$ cat src/rtl/fifo_sync_if.sv
// fifo_sync_if -- handshake/status bundle for fifo_sync.
//
// Groups the push, pop, flush and status signals of one FIFO instance.
//   master : the client side. Drives i_flush, i_wr_en, i_wr_data and i_rd_en.
//            Observes o_rd_data, o_rd_valid, o_full, o_empty, o_almost_full,
//            o_almost_empty and o_count.
//   slave  : the FIFO side, with the directions reversed.
//
// Optional error reporting: when FIFO_SYNC_ERR_EN is defined, the bundle also
// carries i_err_clr (client -> FIFO), o_overflow and o_underflow
// (FIFO -> client).
//
// DataWidth and Depth must match the fifo_sync instance that uses this bundle.
// o_count is $clog2(Depth+1) bits wide.
interface fifo_sync_if #(
  parameter int DataWidth = 8,
  parameter int Depth     = 8
);
  localparam int CntWidth = $clog2(Depth + 1);

  logic                 i_flush;
  logic                 i_wr_en;
  logic [DataWidth-1:0] i_wr_data;
  logic                 i_rd_en;
  logic [DataWidth-1:0] o_rd_data;
  logic                 o_rd_valid;
  logic                 o_full;
  logic                 o_empty;
  logic                 o_almost_full;
  logic                 o_almost_empty;
  logic [CntWidth-1:0]  o_count;

`ifdef FIFO_SYNC_ERR_EN
  logic                 i_err_clr;
  logic                 o_overflow;
  logic                 o_underflow;

  modport master (
    output i_flush, i_wr_en, i_wr_data, i_rd_en, i_err_clr,
    input  o_rd_data, o_rd_valid, o_full, o_empty, o_almost_full,
           o_almost_empty, o_count, o_overflow, o_underflow
  );

  modport slave (
    input  i_flush, i_wr_en, i_wr_data, i_rd_en, i_err_clr,
    output o_rd_data, o_rd_valid, o_full, o_empty, o_almost_full,
           o_almost_empty, o_count, o_overflow, o_underflow
  );
`else
  modport master (
    output i_flush, i_wr_en, i_wr_data, i_rd_en,
    input  o_rd_data, o_rd_valid, o_full, o_empty, o_almost_full,
           o_almost_empty, o_count
  );

  modport slave (
    input  i_flush, i_wr_en, i_wr_data, i_rd_en,
    output o_rd_data, o_rd_valid, o_full, o_empty, o_almost_full,
           o_almost_empty, o_count
  );
`endif
endinterface

$ cat src/rtl/fifo_sync.sv
// fifo_sync -- single-clock FIFO with integrated storage.
//
// Buffers bytes between the UART engines and the host register interface.
//
// Features:
//   - Depth may be any value >= 2; it does not have to be a power of two.
//   - Push and pop requests are guarded: a push while full and a pop while
//     empty are dropped.
//   - Read data is registered. o_rd_valid pulses for one cycle, one cycle
//     after each accepted pop.
//   - Occupancy count, plus almost-full and almost-empty flags.
//   - Synchronous flush.
//
// Ports:
//   i_clk    rising-edge clock
//   i_rst_n  asynchronous active-low reset
//   bus      fifo_sync_if.slave. It carries:
//              i_flush, i_wr_en, i_wr_data, i_rd_en
//              o_rd_data, o_rd_valid, o_full, o_empty
//              o_almost_full, o_almost_empty, o_count
//
// Optional feature, enabled by defining FIFO_SYNC_ERR_EN:
//   - Sticky o_overflow and o_underflow flags.
//   - i_err_clr clears both flags. If a flag is set and cleared in the same
//     cycle, the set takes priority.
module fifo_sync #(
  parameter int DataWidth      = 8,
  parameter int Depth          = 8,
  parameter int AlmostFullThr  = 6,
  parameter int AlmostEmptyThr = 2
) (
  input  logic       i_clk,
  input  logic       i_rst_n,
  fifo_sync_if.slave bus
);
  localparam int PtrWidth = $clog2(Depth);
  localparam int CntWidth = $clog2(Depth + 1);
  localparam logic [PtrWidth-1:0] LastPtr  = PtrWidth'(Depth - 1);
  localparam logic [CntWidth-1:0] DepthCnt = CntWidth'(Depth);
  localparam logic [CntWidth-1:0] AfThr    = CntWidth'(AlmostFullThr);
  localparam logic [CntWidth-1:0] AeThr    = CntWidth'(AlmostEmptyThr);

  // Storage is deliberately left without a reset so it maps to block RAM.
  logic [DataWidth-1:0] mem [Depth];

  logic [PtrWidth-1:0]  wr_ptr_reg, wr_ptr_next;
  logic [PtrWidth-1:0]  rd_ptr_reg, rd_ptr_next;
  logic [CntWidth-1:0]  count_reg, count_next;
  logic [DataWidth-1:0] rd_data_reg;
  logic                 rd_valid_reg;
  logic                 full, empty;
  logic                 push_ok, pop_ok;

  assign full  = (count_reg == DepthCnt);
  assign empty = (count_reg == '0);

  // The full and empty flags come from the count before this cycle's update.
  // So when the FIFO is full and both requests arrive, only the pop is
  // accepted. When it is empty and both arrive, only the push is accepted.
  // A flush drops both requests.
  assign push_ok = bus.i_wr_en & ~full  & ~bus.i_flush;
  assign pop_ok  = bus.i_rd_en & ~empty & ~bus.i_flush;

  always_comb begin
    wr_ptr_next = wr_ptr_reg;
    rd_ptr_next = rd_ptr_reg;
    count_next  = count_reg;
    if (bus.i_flush) begin
      wr_ptr_next = '0;
      rd_ptr_next = '0;
      count_next  = '0;
    end else begin
      // Pointers wrap by explicit compare, because Depth may not be a
      // power of two.
      if (push_ok) begin
        wr_ptr_next = (wr_ptr_reg == LastPtr) ? '0 : wr_ptr_reg + 1'b1;
      end
      if (pop_ok) begin
        rd_ptr_next = (rd_ptr_reg == LastPtr) ? '0 : rd_ptr_reg + 1'b1;
      end
      count_next = count_reg + CntWidth'(push_ok) - CntWidth'(pop_ok);
    end
  end

  always_ff @(posedge i_clk or negedge i_rst_n) begin
    if (!i_rst_n) begin
      wr_ptr_reg   <= '0;
      rd_ptr_reg   <= '0;
      count_reg    <= '0;
      rd_data_reg  <= '0;
      rd_valid_reg <= 1'b0;
    end else begin
      wr_ptr_reg   <= wr_ptr_next;
      rd_ptr_reg   <= rd_ptr_next;
      count_reg    <= count_next;
      // pop_ok is already gated by flush, so a flush also clears the
      // valid strobe. The read data holds its last value.
      rd_valid_reg <= pop_ok;
      if (pop_ok) begin
        rd_data_reg <= mem[rd_ptr_reg];
      end
    end
  end

  always_ff @(posedge i_clk) begin
    if (push_ok) begin
      mem[wr_ptr_reg] <= bus.i_wr_data;
    end
  end

  assign bus.o_rd_data      = rd_data_reg;
  assign bus.o_rd_valid     = rd_valid_reg;
  assign bus.o_full         = full;
  assign bus.o_empty        = empty;
  assign bus.o_almost_full  = (count_reg >= AfThr);
  assign bus.o_almost_empty = (count_reg <= AeThr);
  assign bus.o_count        = count_reg;

`ifdef FIFO_SYNC_ERR_EN
  logic overflow_reg;
  logic underflow_reg;

  // The error flags are not affected by flush. A set in the same cycle as
  // i_err_clr wins.
  always_ff @(posedge i_clk or negedge i_rst_n) begin
    if (!i_rst_n) begin
      overflow_reg  <= 1'b0;
      underflow_reg <= 1'b0;
    end else begin
      if (bus.i_wr_en & full & ~bus.i_flush) begin
        overflow_reg <= 1'b1;
      end else if (bus.i_err_clr) begin
        overflow_reg <= 1'b0;
      end
      if (bus.i_rd_en & empty & ~bus.i_flush) begin
        underflow_reg <= 1'b1;
      end else if (bus.i_err_clr) begin
        underflow_reg <= 1'b0;
      end
    end
  end

  assign bus.o_overflow  = overflow_reg;
  assign bus.o_underflow = underflow_reg;
`endif
endmodule

$ cat src/flat_wrapper.sv
// flat-port wrapper written by rule: the top's interface ports become plain ports
module fifo_sync_flat 
#(
  parameter int DataWidth      = 8,
  parameter int Depth          = 8,
  parameter int AlmostFullThr  = 6,
  parameter int AlmostEmptyThr = 2
)
  (i_clk, i_rst_n, bus_i_flush, bus_i_wr_en, bus_i_wr_data, bus_i_rd_en, bus_o_rd_data, bus_o_rd_valid, bus_o_full, bus_o_empty, bus_o_almost_full, bus_o_almost_empty, bus_o_count);
  fifo_sync_if #(.DataWidth(DataWidth), .Depth(Depth)) bus_i ();
  input  logic i_clk;
  input  logic i_rst_n;
  input wire logic [$bits(bus_i.i_flush)-1:0] bus_i_flush;
  input wire logic [$bits(bus_i.i_wr_en)-1:0] bus_i_wr_en;
  input wire logic [$bits(bus_i.i_wr_data)-1:0] bus_i_wr_data;
  input wire logic [$bits(bus_i.i_rd_en)-1:0] bus_i_rd_en;
  output wire logic [$bits(bus_i.o_rd_data)-1:0] bus_o_rd_data;
  output wire logic [$bits(bus_i.o_rd_valid)-1:0] bus_o_rd_valid;
  output wire logic [$bits(bus_i.o_full)-1:0] bus_o_full;
  output wire logic [$bits(bus_i.o_empty)-1:0] bus_o_empty;
  output wire logic [$bits(bus_i.o_almost_full)-1:0] bus_o_almost_full;
  output wire logic [$bits(bus_i.o_almost_empty)-1:0] bus_o_almost_empty;
  output wire logic [$bits(bus_i.o_count)-1:0] bus_o_count;
  assign bus_i.i_flush = bus_i_flush;
  assign bus_i.i_wr_en = bus_i_wr_en;
  assign bus_i.i_wr_data = bus_i_wr_data;
  assign bus_i.i_rd_en = bus_i_rd_en;
  assign bus_o_rd_data = bus_i.o_rd_data;
  assign bus_o_rd_valid = bus_i.o_rd_valid;
  assign bus_o_full = bus_i.o_full;
  assign bus_o_empty = bus_i.o_empty;
  assign bus_o_almost_full = bus_i.o_almost_full;
  assign bus_o_almost_empty = bus_i.o_almost_empty;
  assign bus_o_count = bus_i.o_count;
  fifo_sync #(.DataWidth(DataWidth), .Depth(Depth), .AlmostFullThr(AlmostFullThr), .AlmostEmptyThr(AlmostEmptyThr)) u_core (.i_clk(i_clk), .i_rst_n(i_rst_n), .bus(bus_i));
endmodule
$ cat config.mk
export PLATFORM = sky130hd
export DESIGN_NAME = fifo_sync_flat
export DESIGN_NICKNAME = d
export VERILOG_FILES = /design/src/rtl/fifo_sync_if.sv /design/src/rtl/fifo_sync.sv /design/src/flat_wrapper.sv
export SDC_FILE = /design/constraint.sdc
export NUM_CORES = 1
export LEC_CHECK = 0
export CAP_MARGIN = 30
export CELL_PAD_IN_SITES_DETAIL_PLACEMENT = 0
export CELL_PAD_IN_SITES_GLOBAL_PLACEMENT = 2
export CORE_ASPECT_RATIO = 1.4
export CORE_UTILIZATION = 42
export DETAILED_ROUTE_END_ITERATION = 7
export GPL_TIMING_DRIVEN = 1
export PLACE_DENSITY = 0.85
export SLEW_MARGIN = 0
export SYNTH_ARGS = -nofsm -noshare
export SYNTH_HDL_FRONTEND = slang
export SYNTH_SLANG_ARGS = --single-unit
$ cat constraint.sdc
create_clock -name i_clk -period 2.5 [get_ports i_clk]
set_input_delay 0.75 -clock i_clk [delete_from_list [all_inputs] [get_ports i_clk]]
set_output_delay 0.75 -clock i_clk [all_outputs]
set_load 0.02 [all_outputs]
; ---- Word-level counts from Yosys, hierarchy flattened
; Memory sizes are Yosys's and may differ from the RTL's. A register that Yosys moved wholly into a read port is not among the register bits.
; Index checks and enable logic that the tools add are counted.
[op_classes]
addsub = 4
order_cmp = 2
n_eq_ne = 3
muxes = 9
n_bitwise = 7
reduce_logical = 4
[ops]
columns = operator, count
row1 = $mux 3, 6
row2 = $add 3x1->3 const B, 2
row3 = $eq 3x3->1 const B, 2
row4 = $add 4x1->4, 1
row5 = $and 1x1->1, 4
row6 = $eq 4x4->1 const B, 1
row7 = $ge 4x3->1 const B, 1
row8 = $le 4x2->1 const B, 1
row9 = $logic_not 4->1, 1
row10 = $mux 4, 1
row11 = $reduce_bool 2->1, 2
row12 = $sub 4x1->4, 1
row13 = $not 1->1, 3
row14 = $mux 1, 2
row15 = $logic_not 1->1, 1
[totals]
regBits = 11
ram_bits = 64
input_bits = 13
out_inout_bits = 17
elab_cells = 34
mem_count = 1
[mem_list]
columns = memory, depth, word_bits, rd, rd_ports_with_merged_regs, write_ports, line
row1 = u_core.mem, 8, 8, 1, 1, 1, fifo_sync.sv:44  ; logic [DataWidth-1:0] mem [Depth];

; ---- Logic depth before layout (Yosys ltp)
; Gate-level depths: netlist of run 1.
[depth]
depth_word = 7
ltp_mapped = 12
ltp_nobuf = 12

; ---- Worst setup path before layout of run 1
; No wires, ideal clock.
[synth_path]
path_kind = flip-flop to flip-flop
from = register u_core.count_reg[2], in the netlist u_core.bus.o_count[2]
to = register u_core.count_reg[2], in the netlist u_core.bus.o_count[2]
setup_ns = 0.132
arrival_time_ns = 2.508
required_ns = 2.368
path_slack_ns = -0.140
stages_incl_launch_ff = 12
path_buffers = 0
period_less_slack_ns = 2.640
cell_sequence = dfrtp_1 -> inv_1 -> ha_1 -> nor3b_2 -> nand2b_4 -> nor2_4 -> ha_1 -> inv_1 -> ha_1 -> fa_1 -> xnor2_1 -> nor2_1
[synth_between]
word_cells_on_any_way = 11
classes_between = add/sub: 2 / eq/ne: 1 / mux: 1 / bitwise: 6 / reduce/logical: 1
[synth_lines]
columns = element, line
row1 = from (decl), fifo_sync.sv:48  ; logic [CntWidth-1:0] count_reg, count_next;
row2 = from (signal assigned), fifo_sync.sv:95  ; count_reg <= count_next;
row3 = $logic_not 4->1, fifo_sync.sv:55  ; assign empty = (count_reg == '0);
row4 = net bus_o_empty, flat_wrapper.sv:20  ; output wire logic [$bits(bus_i.o_empty)-1:0] bus_o_empty;
row5 = $not 1->1, fifo_sync.sv:62  ; assign pop_ok = bus.i_rd_en & ~empty & ~bus.i_flush;
row6 = $and 1x1->1 (2 in series), fifo_sync.sv:62
row7 = net u_core.pop_ok, fifo_sync.sv:52  ; logic push_ok, pop_ok;
row8 = $sub 4x1->4, fifo_sync.sv:81  ; count_next = count_reg + CntWidth'(push_ok) - CntWidth'(pop_ok);
row9 = $mux 4, fifo_sync.sv:68  ; if (bus.i_flush) begin
row10 = net u_core.count_next[2], fifo_sync.sv:48
; The timed path passes the listed nets, and every way through them passes these cells.
; A chain may end at the register's enable or synchronous reset.

; ---- Final worst setup path of run 1
[layout_path]
from = register u_core.count_reg[2], in the netlist u_core.bus.o_count[2]
to = output port bus_o_full
[layout_between]
elab_chain_len = 1
[layout_rtl]
columns = element, line
row1 = $eq 4x4->1, fifo_sync.sv:54  ; assign full = (count_reg == DepthCnt);
row2 = to (decl), flat_wrapper.sv:19  ; output wire logic [$bits(bus_i.o_full)-1:0] bus_o_full;
; No other way between the ends.

==> out/metrics.yaml, run 1 <==
synthesis:
  synth_cell_types: 29
  yosysTopAreaCellShare: 0.543
  synthTopCellsByArea: "edfxtp_1, dfrtp_1, mux2i_1, ha_1, mux2_2"
  syn_inst: 219
  syn_area_um2: 3540
  ys_warn_count: 0
  ys_seq_area_frac: 0.677
  synth_nets: 246
  synth_area_per_cell_um2: 16.2
  synth_largest_area_cell: "edfxtp_1"
  ys_ff_latch: 83
worst_setup_path:
  r2r_end: "u_core.bus.o_count[2]"
  slowest_stage: "dfrtp_2"
  path_cells: "inv_2, ha_1, nor3b_2, dlygate4sd2_1"
  regToRegStartpoint: "u_core.bus.o_count[2]"
  path_max_fanout: 4
  setup.worst_path.class: "flop to output pin"
  r2r_slack_ps: 190
  required_ps: 1750
  crit_start: "u_core.bus.o_count[2]"
  arrival_ps: 1640
  cp-start-kind: "flop"
  crit_family: "buffers and inverters"
  end_kind: "output pin"
  reg2regPathDepth: 11
  max_stage_delay_ps: 430
  crit_buf_inv: 2
finish:
  final_nets: 294
  final-instance-count-excl-fill: 374
  drive_above_1_share: 0.180
  fill_cells: 637
  largest_reg_flops: 64
  n_antenna_cell: 0
  utilization: 0.533
  syn2layout_area_growth_pct: 22.7
  regMostFlops: "u_core.mem"
hold_path:
  hp-start: "u_core.bus.o_rd_data[0]"
  worstHoldPathCells: 1
  whs_endpoint: "u_core.bus.o_rd_data[0]"
  min_path_type: "flop to flop"
route:
  drtIter0Drc: 136
  ant_nets: 0
  viasPerCell: 5.13
  drt_pass1_iterations: 4
  drc: 0
  wl_mm: 6.52
  routed-via-count: 1918
  wl_per_cell_um: 17.4
clocking:
  cts.sinks: 83
  clkTransAtPathRegs_ps: 60
  post_cts_buffers: 0
  postCtsHoldBufs: 0
  cts_buffers: 9
  cts_tree: "built"
  h-tree-depth: 3
  clkLatencyLatePin_ps: 330
  cts-root-buf: "clkbuf_16"
  clock_path_buffers: 2
grt:
  gr-usage-all-layers: 0.168
  grt_max_degree: 36
  grt_pass1_vias: 2037
  antenna_found_initial: 0
  grt_pass1_wl_mm: 10.5
  grt_overflow: 0
die:
  dieArea_um2: 8810
  num_rows: 39
  coreArea_um2: 8150
  die_w_um: 79.6
  pin_count: 30
  die_h_um: 111
  start_util: 0.435
sta:
  slew_viol_final: 0
  max_freq_ghz: 0.419
  relSlewSlack: 0.535
  setup-violations-final: 0
  fin_hold_ws_ps: 508
  finClkSkew_ps: 4.77
  fin_crit_sh: 0.956
  tightestPinTransition_ps: 697
  final-hold-violation-count: 0
  min_period_ps: 2390
  rsz0062_at_grt: "no"
  finalSetupTns_ps: 0
pwr:
  pwr-share-clk: 0.313
  switching_share: 0.280
  seqPwrFrac: 0.396
  p_int_mw: 3.18
  ir_worst_vdd_uv: 583
  power_density_nw_per_um2: 1020
  combPwrFrac: 0.292
  p_switching_mw: 1.23
  p_leak_nw: 1.61
place:
  numPortBuffers: 29
  gp_congestion: 0.727
  place_hpwl_mm: 4.52
  dp_cells: 358
outcome:
  outcome: "completed"
run:
  cap_violations: 0
[worst max path at each step]
stage / slack, ps / endpoint / cells after the start
4_1_cts: 80 / bus_o_full / 4
2_1_floorplan: 0.3 / u_core.bus.o_count[2] / 11
3_3_place_gp: -90 / u_core.bus.o_count[2] / 8
3_5_place_dp: -100 / u_core.bus.o_count[2] / 8
6_report: 110 / bus_o_full / 4
5_1_grt: 10 / bus_o_full / 4
[cells by family after synthesis]
logic type / synth area share
flops: 0.677
mux: 0.122
simple gates: 0.0664
compound gates: 0.0530
buf+inv: 0.0258
fa+ha+maj: 0.0516
xor+xnor: 0.00495
[area by class of cell]
| cell class | instances | area [µm²] | share of cell area |
|---|---|---|---|
| Clock buffer | 10 | 239 | 0.0550 |
| Clock inverter | 6 | 78.8 | 0.0181 |
| Tap cell | 102 | 128 | 0.0294 |
| Sequential cell | 83 | 2400 | 0.552 |
| Inverter | 6 | 22.5 | 0.00518 |
| Timing Repair Buffer | 45 | 418 | 0.0961 |
| Multi-Input combinational cell | 122 | 1060 | 0.244 |
[power by group through the flow]
stage	combinational (mW)	sequential [mW]	clock, mW
final	1.29	1.75	1.38
after global routing	1.40	1.77	1.47
after CTS	1.31	1.75	1.40
after detailed placement	1.34	1.78	0
after global placement	1.32	1.77	0
after floorplan	0.775	1.87	0
[Yosys cell counts]
cell type	count
a221o_1	1
clkbuf_1	2
buf_1	2
nor2_1	12
a221oi_1	8
or3b_1	2
a21oi_1	5
mux2_2	8
o21ai_0	1
nor2_4	1
and2_1	1
fa_1	1
ha_1	13
dfrtp_1	19
nand2b_1	3
or3_1	3
xnor2_1	2
a21o_1	1
buf_6	3
a22o_1	8
inv_1	6
nor3b_2	2
nand2b_4	2
nand2_1	8
mux2i_1	34
buf_12	1
nor3_1	2
edfxtp_1	64
nor2b_1	4
[through the flow]
step                      setup WS (ps)  instance area (µm²)  power, mW
after floorplan                   0.290                 3550       2.65
after global placement            -88.6                 4030       3.10
after detailed placement          -98.2                 4030       3.11
after CTS                          82.6                 4350       4.47
after global routing               12.8                 4350       4.63
final                               111                 4350       4.42
[routing by layer]
layer  vias up  GRT usage  part of all wire
met2        27      0.289              0.55
met5         -          0                 0
met1       953      0.195              0.41
li1        929          -                 -
met4         0     0.0897             0.024
met3         9     0.0296             0.020
[what timing repair did]
action,4_1_cts,5_1_grt
resized for setup,5,0
setup endpoints to repair,4,0
endpoints found under the hold margin,0,0
[cell usage in the layout (no fill, tap or decap), drive strengths merged, types with 2 or more instances in the layout]
master / synthesis / layout
nand2: 8 / 8
buf: 6 / 16
dlygate4sd2: 0 / 4
inv: 6 / 6
nor3: 2 / 2
clkbuf: 2 / 10
edfxtp: 64 / 64
or3b: 2 / 2
mux2i: 34 / 34
clkinv: 0 / 4
nor2b: 4 / 4
nand2b: 5 / 5
a221oi: 8 / 8
or3: 3 / 3
clkdlybuf4s50: 0 / 25
a21oi: 5 / 5
ha: 13 / 13
xnor2: 2 / 2
bufinv: 0 / 2
a22o: 8 / 8
nor3b: 2 / 2
dfrtp: 19 / 19
mux2: 8 / 8
nor2: 13 / 13
[worst register-to-register path: cells and delay by family, from the launching register on]
family                     cells  cell delay, ps
adders and majority gates      4            1030
buffers and inverters          2             130
DFF                            1             430
and+or+nand+nor                4             450
xor gates and xnor gates       1             160
No activity file was read; power rests on OpenSTA's default activity.
==> inputs of run 2 (changes only) <==
--- a/config.mk
+++ b/config.mk
@@ -8,11 +8,12 @@
 export CAP_MARGIN = 30
 export CELL_PAD_IN_SITES_DETAIL_PLACEMENT = 0
 export CELL_PAD_IN_SITES_GLOBAL_PLACEMENT = 2
-export CORE_ASPECT_RATIO = 1.4
-export CORE_UTILIZATION = 42
+export CORE_ASPECT_RATIO = 1.1
+export CORE_UTILIZATION = 45
 export DETAILED_ROUTE_END_ITERATION = 7
 export GPL_TIMING_DRIVEN = 1
-export PLACE_DENSITY = 0.85
+export PLACE_DENSITY = 0.9
+export RECOVER_POWER = 25
 export SLEW_MARGIN = 0
 export SYNTH_ARGS = -nofsm -noshare
 export SYNTH_HDL_FRONTEND = slang
==> constraint.sdc (replaced) <==
create_clock -name i_clk -period 2.77 [get_ports i_clk]
set_input_delay 0.831 -clock i_clk [delete_from_list [all_inputs] [get_ports i_clk]]
set_output_delay 0.831 -clock i_clk [all_outputs]
set_load 0.02 [all_outputs]
==> run 2 against run 1 <==
Net effect: setup slack gained 180 ps; largest power group unchanged; routed wire length fell by 6.9%; non-clock buffer count down 2; sequential power down 10%; utilization up 2.3 points; sequential share of layout area grew 1.8 points; flip-flop and latch count did not move; first-iteration DRC count down 58%; clock power decreased by 34%; critical path type unchanged; largest cell class unchanged; design area down 3.2%.
==> out/metrics.yaml, run 2 (synthesized netlist as in run 1, its figures left out) <==
clocking:
  h-tree-depth: 3  # unchanged
  cts_buffers: 9  # unchanged
  cts-root-buf: "clkbuf_8"
  clkLatencyLatePin_ps: 350  # +20 ps
  cts.sinks: 83  # unchanged
  postCtsHoldBufs: 0  # unchanged
  clock_path_buffers: 2  # unchanged
  clkTransAtPathRegs_ps: 90  # +30 ps
  cts_tree: "built"
worst_setup_path:
  reg2regPathDepth: 11  # unchanged
  setup.worst_path.class: "flop to output pin"
  cp-start-kind: "flop"
  path_max_fanout: 4  # unchanged
  arrival_ps: 1650  # about the same
  r2r_end: "u_core.bus.o_count[2]"
  required_ps: 1940  # +190 ps
  end_kind: "output pin"
  regToRegStartpoint: "u_core.bus.o_count[2]"
  r2r_slack_ps: 370  # +180 ps
finish:
  regMostFlops: "u_core.mem"
  drive_above_1_share: 0.159  # -0.0209
  syn2layout_area_growth_pct: 18.8
  largest_reg_flops: 64  # unchanged
  n_antenna_cell: 0  # unchanged
  mostFrequentLayoutCell: "edfxtp_1"
  final_nets: 292  # -0.68%
  layout_common_cells: "edfxtp_1, mux2i_1, clkdlybuf4s50_1, dfrtp_1"
  final-instance-count-excl-fill: 375  # +0.27%
hold_path:
  hp-start: "u_core.bus.o_rd_data[7]"
  whs_endpoint: "u_core.bus.o_rd_data[7]"
  worstHoldPathCells: 1  # unchanged
  min_path_type: "flop to flop"
sta:
  min_period_ps: 2480
  final-hold-violation-count: 0  # unchanged
  finClkSkew_ps: 12.6  # +7.82 ps
  finalSetupTns_ps: 0  # unchanged
  max_freq_ghz: 0.403
  tightestPinTransition_ps: 1030  # +330 ps
  fin_crit_sh: 0.896
  setup-violations-final: 0  # unchanged
  slew_viol_final: 0  # unchanged
  relSlewSlack: 0.316  # -0.219
  rsz0062_at_grt: "no"
grt:
  grt_overflow: 0  # unchanged
  grt_pass1_wl_mm: 9.74  # -7.4%
  gr-usage-all-layers: 0.164  # -0.00443
  antenna_found_initial: 0  # unchanged
  grt_pass1_vias: 1871  # -8.1%
  grt_max_degree: 20  # -44%
die:
  die_h_um: 95.1  # -14%
  coreArea_um2: 7560  # -7.3%
  start_util: 0.469  # +0.0341
  num_rows: 33  # -15%
  die_w_um: 86.6  # +8.8%
  pin_count: 30  # unchanged
  dieArea_um2: 8230  # -6.6%
route:
  drtIter0Drc: 57  # -58%
  drt_pass1_iterations: 4  # unchanged
  drc: 0  # unchanged
  viasPerCell: 5.02  # -2.1%
  routed-via-count: 1883  # -1.8%
  ant_nets: 0  # unchanged
  wl_per_cell_um: 16.2  # -7.1%
  wl_mm: 6.07  # -6.9%
place:
  place_hpwl_mm: 4.17  # -7.8%
  numPortBuffers: 29  # unchanged
  gp_congestion: 0.729  # +0.30%
  dp_cells: 359  # +0.28%
run:
  cap_violations: 0  # unchanged
pwr:
  p_leak_nw: 1.55  # -3.8%
  ir_worst_vdd_uv: 302  # -48%
  power_density_nw_per_um2: 853  # -16%
outcome:
  outcome: "completed"
==> run 2: area by class of cell <==
cell class	count	area, µm²
clock inverter	6	73.8
timing repair buffer	43	390
tap	105	131
sequential	83	2400
clock buffer	10	138
inverter	6	22.5
fill	611	3350
multi-input combinational	122	1050
==> run 2: power by group <==
group          internal, mW  total, mW  switching (mW)  leakage (nW)
combinational         0.566       1.11           0.547         0.630
sequential             1.47       1.57           0.101         0.818
clock                 0.450      0.905           0.455         0.101
total                  2.49       3.59            1.10          1.55
==> run 2: layer usage <==
metal | up-vias | part of all wire | track usage
li1 | 920 | - | -
met1 | 913 | 0.50 | 0.229
met2 | 43 | 0.45 | 0.243
met3 | 7 | 0.031 | 0.0416
met4 | 0 | 0.016 | 0.0736
met5 | - | 0 | 0
==> run 2: worst max-delay path, cell delays in order (launching register included) <==
cell and delay [ps]:
dfrtp_1 420, inv_1 150, ha_1 180, nor3b_2 190, dlygate4sd2_1 350
==> run 2: how the worst max path moves through the flow <==
stage                     slack, ps  cells after the start               endpoint                  start
after floorplan                 130                     11  u_core.bus.o_count[2]  u_core.bus.o_count[2]
after detailed placement         80                      9  u_core.bus.o_count[2]            bus_i_rd_en
final                           290                      4            bus_o_empty  u_core.bus.o_count[2]
after global placement          110                      9  u_core.bus.o_count[2]            bus_i_rd_en
after global routing            150                      5     bus_o_almost_empty  u_core.bus.o_count[2]
after CTS                        20                      3      bus_o_almost_full  u_core.bus.o_count[1]
==> run 2: timing repair <==
| action | in CTS | in global routing |
|---|---|---|
| gates resized for setup | 4 | 1 |
| endpoints found under the setup margin | 4 | 1 |
| buffers inserted | 0 | 0 |
| endpoints found under the hold margin | 0 | 0 |
==> run 2: metrics by stage <==
step | setup WS, ps | hold WS (ps) | cell area, µm² | utilization | power (mW)
2_1_floorplan | 130 | 535 | 3540 | - | 2.37
3_3_place_gp | 113 | 492 | 4000 | 0.529 | 2.74
3_5_place_dp | 83.6 | 496 | 4000 | 0.529 | 2.75
4_1_cts | 22.1 | 516 | 4210 | 0.557 | 3.63
5_1_grt | 147 | 526 | 4210 | 0.557 | 3.79
6_report | 287 | 510 | 4210 | 0.557 | 3.59
